<file path="src/rtl/hack_boot_pkg.sv">
// Shared definitions for the Hack boot loader.
//   ADDR_W_DEF : default ROM address width (ROM_DEPTH = 2**ADDR_W_DEF words)
//   HDR_BYTES  : length header bytes (LEN_HI, LEN_LO)
//   CK_BYTES   : trailing checksum bytes (non-zero only with BOOT_CHECKSUM_EN)
//   boot_state_t : loader FSM states; CK_HI/CK_LO exist only with BOOT_CHECKSUM_EN
// Build option: define BOOT_CHECKSUM_EN to expect and verify a 16-bit image checksum.
package hack_boot_pkg;

    localparam int ADDR_W_DEF = 15;
    localparam int ROM_DEPTH  = 2 ** ADDR_W_DEF;
    localparam int HDR_BYTES  = 2;
`ifdef BOOT_CHECKSUM_EN
    localparam int CK_BYTES   = 2;
`else
    localparam int CK_BYTES   = 0;
`endif

    typedef enum logic [3:0] {
        ST_IDLE,
        ST_LEN_HI,
        ST_LEN_LO,
        ST_W_HI,
        ST_W_LO,
`ifdef BOOT_CHECKSUM_EN
        ST_CK_HI,
        ST_CK_LO,
`endif
        ST_RUN,
        ST_ERROR
    } boot_state_t;

    // States in which the loader is consuming image bytes.
    function automatic logic is_loading(input boot_state_t s);
        return (s != ST_IDLE) && (s != ST_RUN) && (s != ST_ERROR);
    endfunction

endpackage

</file>
<file path="src/rtl/hack_boot_loader_word_asm.sv">
// boot_word_assembler: joins the hi and lo image bytes into a 16-bit ROM word.
//   clk, reset  : system clock, async active-high reset
//   clear       : drop any latched hi byte (reload request)
//   hi_load     : capture byte_in as the high byte
//   lo_load     : combine latched hi byte with byte_in and present the word
//   byte_in     : incoming image byte
//   word        : last assembled word; holds until the next lo_load
//   word_valid  : one-cycle pulse in the cycle after lo_load
module boot_word_assembler (
    input  logic        clk,
    input  logic        reset,
    input  logic        clear,
    input  logic        hi_load,
    input  logic        lo_load,
    input  logic [7:0]  byte_in,
    output logic [15:0] word,
    output logic        word_valid
);

    logic [7:0] hi_q;

    always_ff @(posedge clk or posedge reset) begin
        if (reset) begin
            hi_q       <= 8'd0;
            word       <= 16'd0;
            word_valid <= 1'b0;
        end else begin
            word_valid <= 1'b0;
            if (clear) begin
                hi_q <= 8'd0;
            end else begin
                if (hi_load) begin
                    hi_q <= byte_in;
                end
                if (lo_load) begin
                    word       <= {hi_q, byte_in};
                    word_valid <= 1'b1;
                end
            end
        end
    end

endmodule

</file>
<file path="src/rtl/hack_boot_loader.sv">
// hack_boot_loader: holds the Hack CPU in reset, loads a length-prefixed
// program image from a byte stream into instruction ROM, then releases the CPU.
// A start pulse re-arms the loader for a new image without a system reset.
//   clk, reset           : system clock, async active-high reset
//   rx_valid/rx_data     : incoming image byte; rx_ready accepts it
//   start                : one-cycle reload request (ignored in IDLE)
//   rom_we/addr/wdata    : one write strobe per assembled word
//   cpu_reset            : high while not running a loaded image
//   busy / done / err    : loading / running / load failed
// Build option: BOOT_CHECKSUM_EN adds the trailing CK_HI/CK_LO checksum bytes.
//
// state   | meaning
// IDLE    | first cycle out of reset
// LEN_HI  | waiting for word-count high byte
// LEN_LO  | waiting for word-count low byte, range check
// W_HI    | waiting for word high byte
// W_LO    | waiting for word low byte, issues ROM write
// CK_HI   | waiting for checksum high byte (BOOT_CHECKSUM_EN)
// CK_LO   | waiting for checksum low byte, compare (BOOT_CHECKSUM_EN)
// RUN     | image loaded, CPU released
// ERROR   | bad length or checksum, CPU held in reset
module hack_boot_loader
    import hack_boot_pkg::*;
#(
    parameter int ADDR_W = ADDR_W_DEF
) (
    input  logic              clk,
    input  logic              reset,
    input  logic              rx_valid,
    input  logic [7:0]        rx_data,
    output logic              rx_ready,
    input  logic              start,
    output logic              rom_we,
    output logic [ADDR_W-1:0] rom_addr,
    output logic [15:0]       rom_wdata,
    output logic              cpu_reset,
    output logic              busy,
    output logic              done,
    output logic              err
);

    localparam logic [63:0]     DEPTH_L = 64'd1 << ADDR_W;
    localparam logic [ADDR_W:0] IDX_ONE = {{ADDR_W{1'b0}}, 1'b1};
`ifdef BOOT_CHECKSUM_EN
    localparam boot_state_t     ST_AFTER_WORDS = ST_CK_HI;
`else
    localparam boot_state_t     ST_AFTER_WORDS = ST_RUN;
`endif

    boot_state_t     state;
    boot_state_t     state_nxt;
    logic [7:0]      len_hi_q;
    logic [ADDR_W:0] len_q;
    logic [ADDR_W:0] index_q;
    logic [ADDR_W:0] index_nxt;
    logic [15:0]     sum_q;
`ifdef BOOT_CHECKSUM_EN
    logic [7:0]      ck_hi_q;
`endif
    logic [63:0]     n_wide;
    logic            start_eff;
    logic            acc;
    logic            len_over;
    logic            len_zero;
    logic            last_word;
    logic [15:0]     word;
    logic            word_valid;

    // start wins over a byte offered in the same cycle.
    assign start_eff = start && (state != ST_IDLE);
    assign acc       = rx_valid && rx_ready && !start;
    assign n_wide    = {48'd0, len_hi_q, rx_data};
    assign len_over  = n_wide > DEPTH_L;
    assign len_zero  = n_wide == 64'd0;
    assign index_nxt = index_q + IDX_ONE;
    assign last_word = index_nxt == len_q;

    boot_word_assembler u_word_asm (
        .clk        (clk),
        .reset      (reset),
        .clear      (start_eff),
        .hi_load    (acc && (state == ST_W_HI)),
        .lo_load    (acc && (state == ST_W_LO)),
        .byte_in    (rx_data),
        .word       (word),
        .word_valid (word_valid)
    );

    assign rom_we    = word_valid;
    assign rom_wdata = word;

    always_comb begin
        state_nxt = state;
        if (start_eff) begin
            state_nxt = ST_LEN_HI;
        end else begin
            unique case (state)
                ST_IDLE:   state_nxt = ST_LEN_HI;
                ST_LEN_HI: if (acc) state_nxt = ST_LEN_LO;
                ST_LEN_LO: begin
                    if (acc) begin
                        if (len_over)      state_nxt = ST_ERROR;
                        else if (len_zero) state_nxt = ST_AFTER_WORDS;
                        else               state_nxt = ST_W_HI;
                    end
                end
                ST_W_HI:   if (acc) state_nxt = ST_W_LO;
                ST_W_LO:   if (acc) state_nxt = last_word ? ST_AFTER_WORDS : ST_W_HI;
`ifdef BOOT_CHECKSUM_EN
                ST_CK_HI:  if (acc) state_nxt = ST_CK_LO;
                ST_CK_LO:  if (acc) state_nxt = ({ck_hi_q, rx_data} == sum_q) ? ST_RUN : ST_ERROR;
`endif
                ST_RUN:    state_nxt = ST_RUN;
                ST_ERROR:  state_nxt = ST_ERROR;
                default:   state_nxt = ST_IDLE;
            endcase
        end
    end

    always_ff @(posedge clk or posedge reset) begin
        if (reset) begin
            state     <= ST_IDLE;
            rx_ready  <= 1'b0;
            busy      <= 1'b0;
            done      <= 1'b0;
            err       <= 1'b0;
            cpu_reset <= 1'b1;
            rom_addr  <= '0;
            len_hi_q  <= 8'd0;
            len_q     <= '0;
            index_q   <= '0;
            sum_q     <= 16'd0;
`ifdef BOOT_CHECKSUM_EN
            ck_hi_q   <= 8'd0;
`endif
        end else begin
            state     <= state_nxt;
            rx_ready  <= is_loading(state_nxt);
            busy      <= is_loading(state_nxt);
            done      <= state_nxt == ST_RUN;
            err       <= state_nxt == ST_ERROR;
            // Registered from the current state, so it releases one cycle
            // after RUN is entered, after the final ROM write strobe.
            cpu_reset <= state != ST_RUN;

            if (start_eff) begin
                index_q <= '0;
                sum_q   <= 16'd0;
            end else begin
                // The word lands one cycle after its low byte; CK_LO is at
                // least two cycles later, so the sum is complete by then.
                if (word_valid) begin
                    sum_q <= sum_q + word;
                end
                if (acc) begin
                    unique case (state)
                        ST_LEN_HI: len_hi_q <= rx_data;
                        ST_LEN_LO: begin
                            len_q   <= n_wide[ADDR_W:0];
                            index_q <= '0;
                        end
                        ST_W_LO: begin
                            rom_addr <= index_q[ADDR_W-1:0];
                            index_q  <= index_nxt;
                        end
`ifdef BOOT_CHECKSUM_EN
                        ST_CK_HI:  ck_hi_q <= rx_data;
`endif
                        default: ;
                    endcase
                end
            end
        end
    end

endmodule

</file>
<file path="config.mk">
export PLATFORM = sky130hd
export DESIGN_NAME = hack_boot_loader
export DESIGN_NICKNAME = d
export VERILOG_FILES = /design/src/rtl/hack_boot_pkg.sv /design/src/rtl/hack_boot_loader_word_asm.sv /design/src/rtl/hack_boot_loader.sv
export SDC_FILE = /design/constraint.sdc
export NUM_CORES = 1
export LEC_CHECK = 0
export ABC_AREA = 1
export CAP_MARGIN = 25
export CORE_ASPECT_RATIO = 1.4
export CORE_MARGIN = 2
export CORE_UTILIZATION = 56
export DETAILED_ROUTE_END_ITERATION = 8
export PLACE_DENSITY = 0.87
export REMOVE_ABC_BUFFERS = 1
export SYNTH_ARGS = -nofsm -noshare
export SYNTH_HDL_FRONTEND = slang
export SYNTH_SLANG_ARGS = --single-unit
</file>
<file path="constraint.sdc">
create_clock -name clk -period 3.55 [get_ports clk]
set_clock_uncertainty 0.15 [all_clocks]
set_input_delay 0.5325 -clock clk [delete_from_list [all_inputs] [get_ports clk]]
set_output_delay 0.5325 -clock clk [all_outputs]
set_load 0.02 [all_outputs]
</file>
# Word-level counts from Yosys, hierarchy flattened
# Cells that the tools add are included.
op_classes:
  add_sub_neg: 1
  mul: 0
  n_div: 0
  magnitude_cmp: 1
  n_eq_ne: 12
  shifts: 0
  n_mux: 16
  bitwise: 1
  n_reduce_logical: 20
op_table:
  columns: ["op", "count"]
  rows:
  - ["64-bit logical NOT", 1]
  - ["16-bit two-way mux", 2]
  - ["16-bit case mux with 2 select lines", 1]
  - ["4-bit case mux with 7 select lines", 1]
  - ["4-bit by 3-bit == test with 1-bit output, second input constant", 5]
  - ["4-bit two-way mux", 5]
  - ["16-bit by 1-bit adder with 16-bit output, second input constant", 1]
  - ["16-bit == test", 1]
  - ["16-bit greater-than comparator, second input constant", 1]
  - ["8-bit two-way mux", 2]
  - ["4-bit by 3-bit != test with 1-bit output, second input constant", 3]
  - ["3-bit two-way mux", 3]
  - ["3-bit AND reduction", 3]
  - ["4-bit by 2-bit == test with 1-bit output, second input constant", 2]
  - ["4-bit nonzero test", 2]
  - ["1-bit logical AND", 7]
  - ["4-bit by 1-bit == test with 1-bit output, second input constant", 1]
  - ["4-bit logical NOT", 1]
  - ["2-bit AND reduction", 2]
  - ["2-bit nonzero test", 2]
  - ["3-bit nonzero test", 1]
  - ["1-bit two-way mux", 2]
  - ["1-bit logical NOT", 1]
  - ["1-bit inverter", 1]
word_totals:
  reg_bits: 88
  latch_bits: 0
  ram_bits: 0
  romBits: 0
  input_bits: 12
  elab_cells: 63
  memories: 0

# Logic depth before layout (Yosys ltp)
logic_depth:
  ltp_word: 9
  depth_mapped: 20
  ltp_nobuf: 20

# By module
# From an unflattened synthesis, not the netlist that was laid out.
unflattened:
  hier_cells: 540
  hier_area_um2: 4280.4
modules_own_cells:
  columns: ["module", "n_inst", "cells_per_inst", "area_each_um2", "seq_area_each_um2"]
  rows:
  - ["hack_boot_loader", 1, 432, 3290.7, 1577.8]
  - ["boot_word_assembler", 1, 108, 989.7, 625.6]

# Worst setup path before layout
# Ideal clock, no wire load.
synth_path:
  path_type: "reg2reg"
  startpoint: "register index_q[0]"
  endpoint: "register busy"
  setup_time_ns: 0.117
  arrival_time_ns: 1.855
  setup_slack_ns: 1.428
  path_stages_with_launch: 19
  path_buffers: 0
  synth_period_minus_slack_ns: 2.122
  cell_sequence: "dfrtp_1 -> ha_1 -> nand2_1 -> nor2_4 -> nand2_1 -> nand2_1 -> nand2_1 -> nand2_1 -> nand3_2 -> nor2_2 -> nand2_1 -> nor2_1 -> nand2_1 -> nand2_1 -> nand2_2 -> a21boi_2 -> nand2_2 -> nand2_1 -> nor2_2"
synth_between:
  elab_chain_cells: 9
  word_cells_on_any_way: 11
  classes_between: "add/sub: 1; eq/ne: 3; mux: 4; reduce/logical: 3"
synth_rtl:
  columns: ["item", "line_no", "source"]
  rows:
  - ["start, declared", "hack_boot_loader.sv:54", "logic [ADDR_W:0] index_q;"]
  - ["start signal, assigned", "hack_boot_loader.sv:164", "index_q <= index_nxt;"]
  - ["16-bit by 1-bit adder with 16-bit output *", "hack_boot_loader.sv:75", "assign index_nxt = index_q + IDX_ONE;"]
  - ["16-bit == test *", "hack_boot_loader.sv:76", "assign last_word = index_nxt == len_q;"]
  - ["3-bit two-way mux *", "hack_boot_loader.sv:108", "ST_W_LO: if (acc) state_nxt = last_word ? ST_AFTER_WORDS : ST_W_HI;"]
  - ["4-bit two-way mux *", "hack_boot_loader.sv:108", null]
  - ["4-bit case mux with 7 select lines *", "hack_boot_loader.sv:97", "unique case (state)"]
  - ["4-bit two-way mux *", "hack_boot_loader.sv:94", "if (start_eff) begin"]
  - ["via state_nxt[2]", "hack_boot_loader.sv:51", "boot_state_t state_nxt;"]
  - ["4-bit by 3-bit != test with 1-bit output or 4-bit nonzero test (tied branches)", "hack_boot_pkg.sv:34", "return (s != ST_IDLE) && (s != ST_RUN) && (s != ST_ERROR);"]
  - ["1-bit logical AND", "hack_boot_pkg.sv:34", null]
  - ["1-bit logical AND *", "hack_boot_pkg.sv:34", null]
  - ["end signal, assigned", "hack_boot_loader.sv:139", "busy <= is_loading(state_nxt);"]
  - ["end, declared", "hack_boot_loader.sv:37", "output logic busy,"]
# Mark *: on every way through the listed nets, which the timed path passes. The rest lies on a longest branch.
# A chain may end at the register's enable or synchronous reset.

# Worst setup path in the final report
layout_path:
  startpoint: "register index_q[0]"
  endpoint: "register busy"
layout_between:
  elab_chain_cells: 9
  word_cells_on_any_way: 11
  classes_between: "add/sub: 1; eq/ne: 3; mux: 4; reduce/logical: 3"
layout_rtl:
  columns: ["item", "line_no"]
  rows:
  - ["16-bit by 1-bit adder with 16-bit output *", "hack_boot_loader.sv:75"]
  - ["16-bit == test *", "hack_boot_loader.sv:76"]
  - ["3-bit two-way mux *", "hack_boot_loader.sv:108"]
  - ["4-bit two-way mux *", "hack_boot_loader.sv:108"]
  - ["4-bit case mux with 7 select lines *", "hack_boot_loader.sv:97"]
  - ["4-bit two-way mux *", "hack_boot_loader.sv:94"]
  - ["4-bit by 3-bit != test with 1-bit output or 4-bit nonzero test (tied branches)", "hack_boot_pkg.sv:34"]
  - ["1-bit logical AND", "hack_boot_pkg.sv:34"]
  - ["1-bit logical AND *", "hack_boot_pkg.sv:34"]
# Every way passes the cells marked *; elsewhere a longest branch is shown, timed or not.

==> out/summary.txt <==
PostCTS Resize Cnt: 0
ant diodes: 0
mux share of post-synthesis cell area: 0%
Area growth syn-to-layout: 19.2%
Num CTS Buffers: 9
main flop type after synthesis: dfrtp_1
met3 usage: 4.75%
RSZ-0062 raised after global routing: no
asr flop ratio synth: 100%
met1 Use GR: 28.8%
vias in the first global route: 3232
gr usage total: 23.6%
core area: 7270 um^2
P_leak: 2.31 nW
simple-gate share of the synthesized area: 24.9%
Worst Hold Class: register to register
CTS Sinks: 88
setup_tns: 0 ns
Post-CTS Setup Inserts: 0
Remaining DRCs: 0
GRT Max-Usage Layer: met2
syn_area_per_cell: 8.50 um^2
largest net degree at the start of global routing: 72
Synth Cell Area: 4170 um^2
number of flops mapped to enable cells by yosys: 0
Synth Instances: 490
Routed Wire Length: 8780 um
FMAX: 396 MHz
final slew viol count: 0
placement row count: 37
Compound-Gate Fraction of Synth Area: 10.7%
first-pass GRT wire length: 15200 um
Initial Utilization: 57.3%
nets@finish: 553
Multi-input gate area: 1650 um^2
ranking of synthesized cells by area: dfrtp_1 52%, nand2_1 12%, o21ai_0 7.2%, inv_1 5.8%, nand3_1 3.0%
Boundary Pins: 49
Die Wd: 76.9 um
cell accounting for the most synthesized area: dfrtp_1
routed len/inst: 13.7 um
post-route clock period utilization: 71.2%
via count: 3373
Worst setup SP type: register
peak supply drop: 0.000370 V
hold-fix buffers at CTS: 0
status: finished clean
met2 Usage GRT: 40.0%
share of layout cells above drive strength 1: 9.54%
final antenna-violating net count: 0
CTS tree: yes
Critical Path AT: 2.63 ns
root buffer cell: clkbuf_8
DR iter-0 viols: 214
Synth Warn #: 0
Die Footprint: 8150 um^2
Final HPWL DP: 6350 um
vias per cell: 5.25
post-synth cell types: 31
register area: 2200 um^2
final setup vio count: 0
Buffers on Ports: 48
latest clock arrival within the worst-skew pair: 0.36 ns
largest family of logic cells by synthesized area: simple AND/OR/NAND/NOR gates
TritonRoute pass-1 iters: 7
xor/xnor cell area share of the yosys netlist: 3.63%
Slew headroom: 52.7%
clk buf depth: 2
FILL cells: 557
#FFs+latches synth: 88
H-tree depth: 3
Adder-Cell Fraction of Synth Area: 0.300%
Final Hold Fails: 0
Overflow after GRT: 0
Max Fanout on Critical Path: 9
total chip power: 2.10 mW
register area share after synthesis: 52.9%
routability congestion estimate: 0.896
Final min period: 2.53 ns
CP endpoint kind: register
max cap viols: 0
Critical Path RT: 3.66 ns
Reg clk slew, reported paths: 0.09 ns
Setup Crit Path Kind: register to register
pwr/cell area: 424 nW/um^2
Yosys top cell area share: 52.3%
initial antenna violation count: 0
Die H: 106 um
Slew @ Worst Pin: 0.707 ns
Yosys cell counts, drive strengths merged (4+ instances only):
master  number
nand2      137
dfrtp       87
inv         67
o21ai       62
nor2        40
nand3       28
o22ai       18
nand4       12
clkbuf      11
nor3         5
xor2         5
xnor3        4
registers in the layout, indices dropped and copies added (netlist names), 4 cells and up:
name	cells
len_q	16
state	4
rom_addr	15
len_hi_q	8
u_word_asm.hi_q	8
index_q	16
u_word_asm.word	16
per-stage QoR:
step / area, um^2 / cells / hold WS (ns) / util [%] / setup slack (ns)
final: 4960 / 642 / 0.334 / 68.3 / 1.02
after global routing: 4960 / 642 / 0.366 / 68.3 / 0.724
after CTS: 4960 / 642 / 0.341 / 68.3 / 1.04
after detailed placement: 4760 / 626 / 0.322 / 65.5 / 0.842
after global placement: 4760 / 626 / 0.314 / 65.5 / 0.936
after floorplan: 4110 / 477 / 0.303 / - / 0.591
layout by cell type, fill, tap and decap left out, types with 8 or more instances in the layout:
cell	count
clkbuf_8	11
clkdlybuf4s50_1	48
dfrtp_1	87
inv_1	63
nand2_1	128
nand2_2	8
nand3_1	25
nand4_1	12
nor2_1	26
o21ai_0	60
o22ai_1	18
final timing paths:
kind / start / to / slack [ns] / cells past startpoint
max reg2reg: index_q[0] / busy / 1.02 / 20
min reg2reg: rom_addr[9] / rom_addr[9] / 0.33 / 2
max: index_q[0] / busy / 1.02 / 20
min: rom_addr[9] / rom_addr[9] / 0.33 / 2
max in group asynchronous: reset / cpu_reset / 2.09 / 3
min in group asynchronous: reset / index_q[0] / 0.43 / 2
power breakdown:
part	internal, mW	total, mW	switching (mW)
combinational	0.111	0.275	0.163
clock	0.361	0.708	0.347
sequential	1.07	1.12	0.0465
cells by family (layout without fill, tap and decap cells):
group           count (synthesis)  in the layout
simple gates                  225            225
flops                          88             88
compound gates                 83             83
buf+inv                        81            136
xor+xnor                       11             11
fa+ha+maj                       1              1
other cells                     1              1
final cells by class:
class	instances	share of cell area, %
Sequential cell	88	44.4
Tap cell	97	2.45
Clock buffer	11	3.05
Multi-Input combinational cell	321	33.3
Clock inverter	5	1.11
Timing Repair Buffer	52	10.5
Inverter	68	5.17
per-layer routing:
layer | wire (um) | share of wire [%]
met4 | 328 | 3.7
met1 | 3580 | 41
met3 | 365 | 4.2
met5 | 0 | 0
met2 | 4510 | 51
critical path, stage by stage (launching register included):
cell and delay [ns]:
dfrtp_1 0.45, ha_1 0.23, nand2_1 0.12, nor2_4 0.22
nand3_1 0.11, nand2_1 0.09, nand2_1 0.07, nand2_1 0.06
nand2_1 0.04, nor2_1 0.13, nand2_1 0.08, nor2_1 0.09
nand2_1 0.08, nand2_1 0.07, nand2_1 0.04, nand2_1 0.06
nand2_1 0.07, nand2_2 0.09, nand2_1 0.07, nand2_1 0.08
nor2_2 0.03
(Power assumes the default switching activity.)
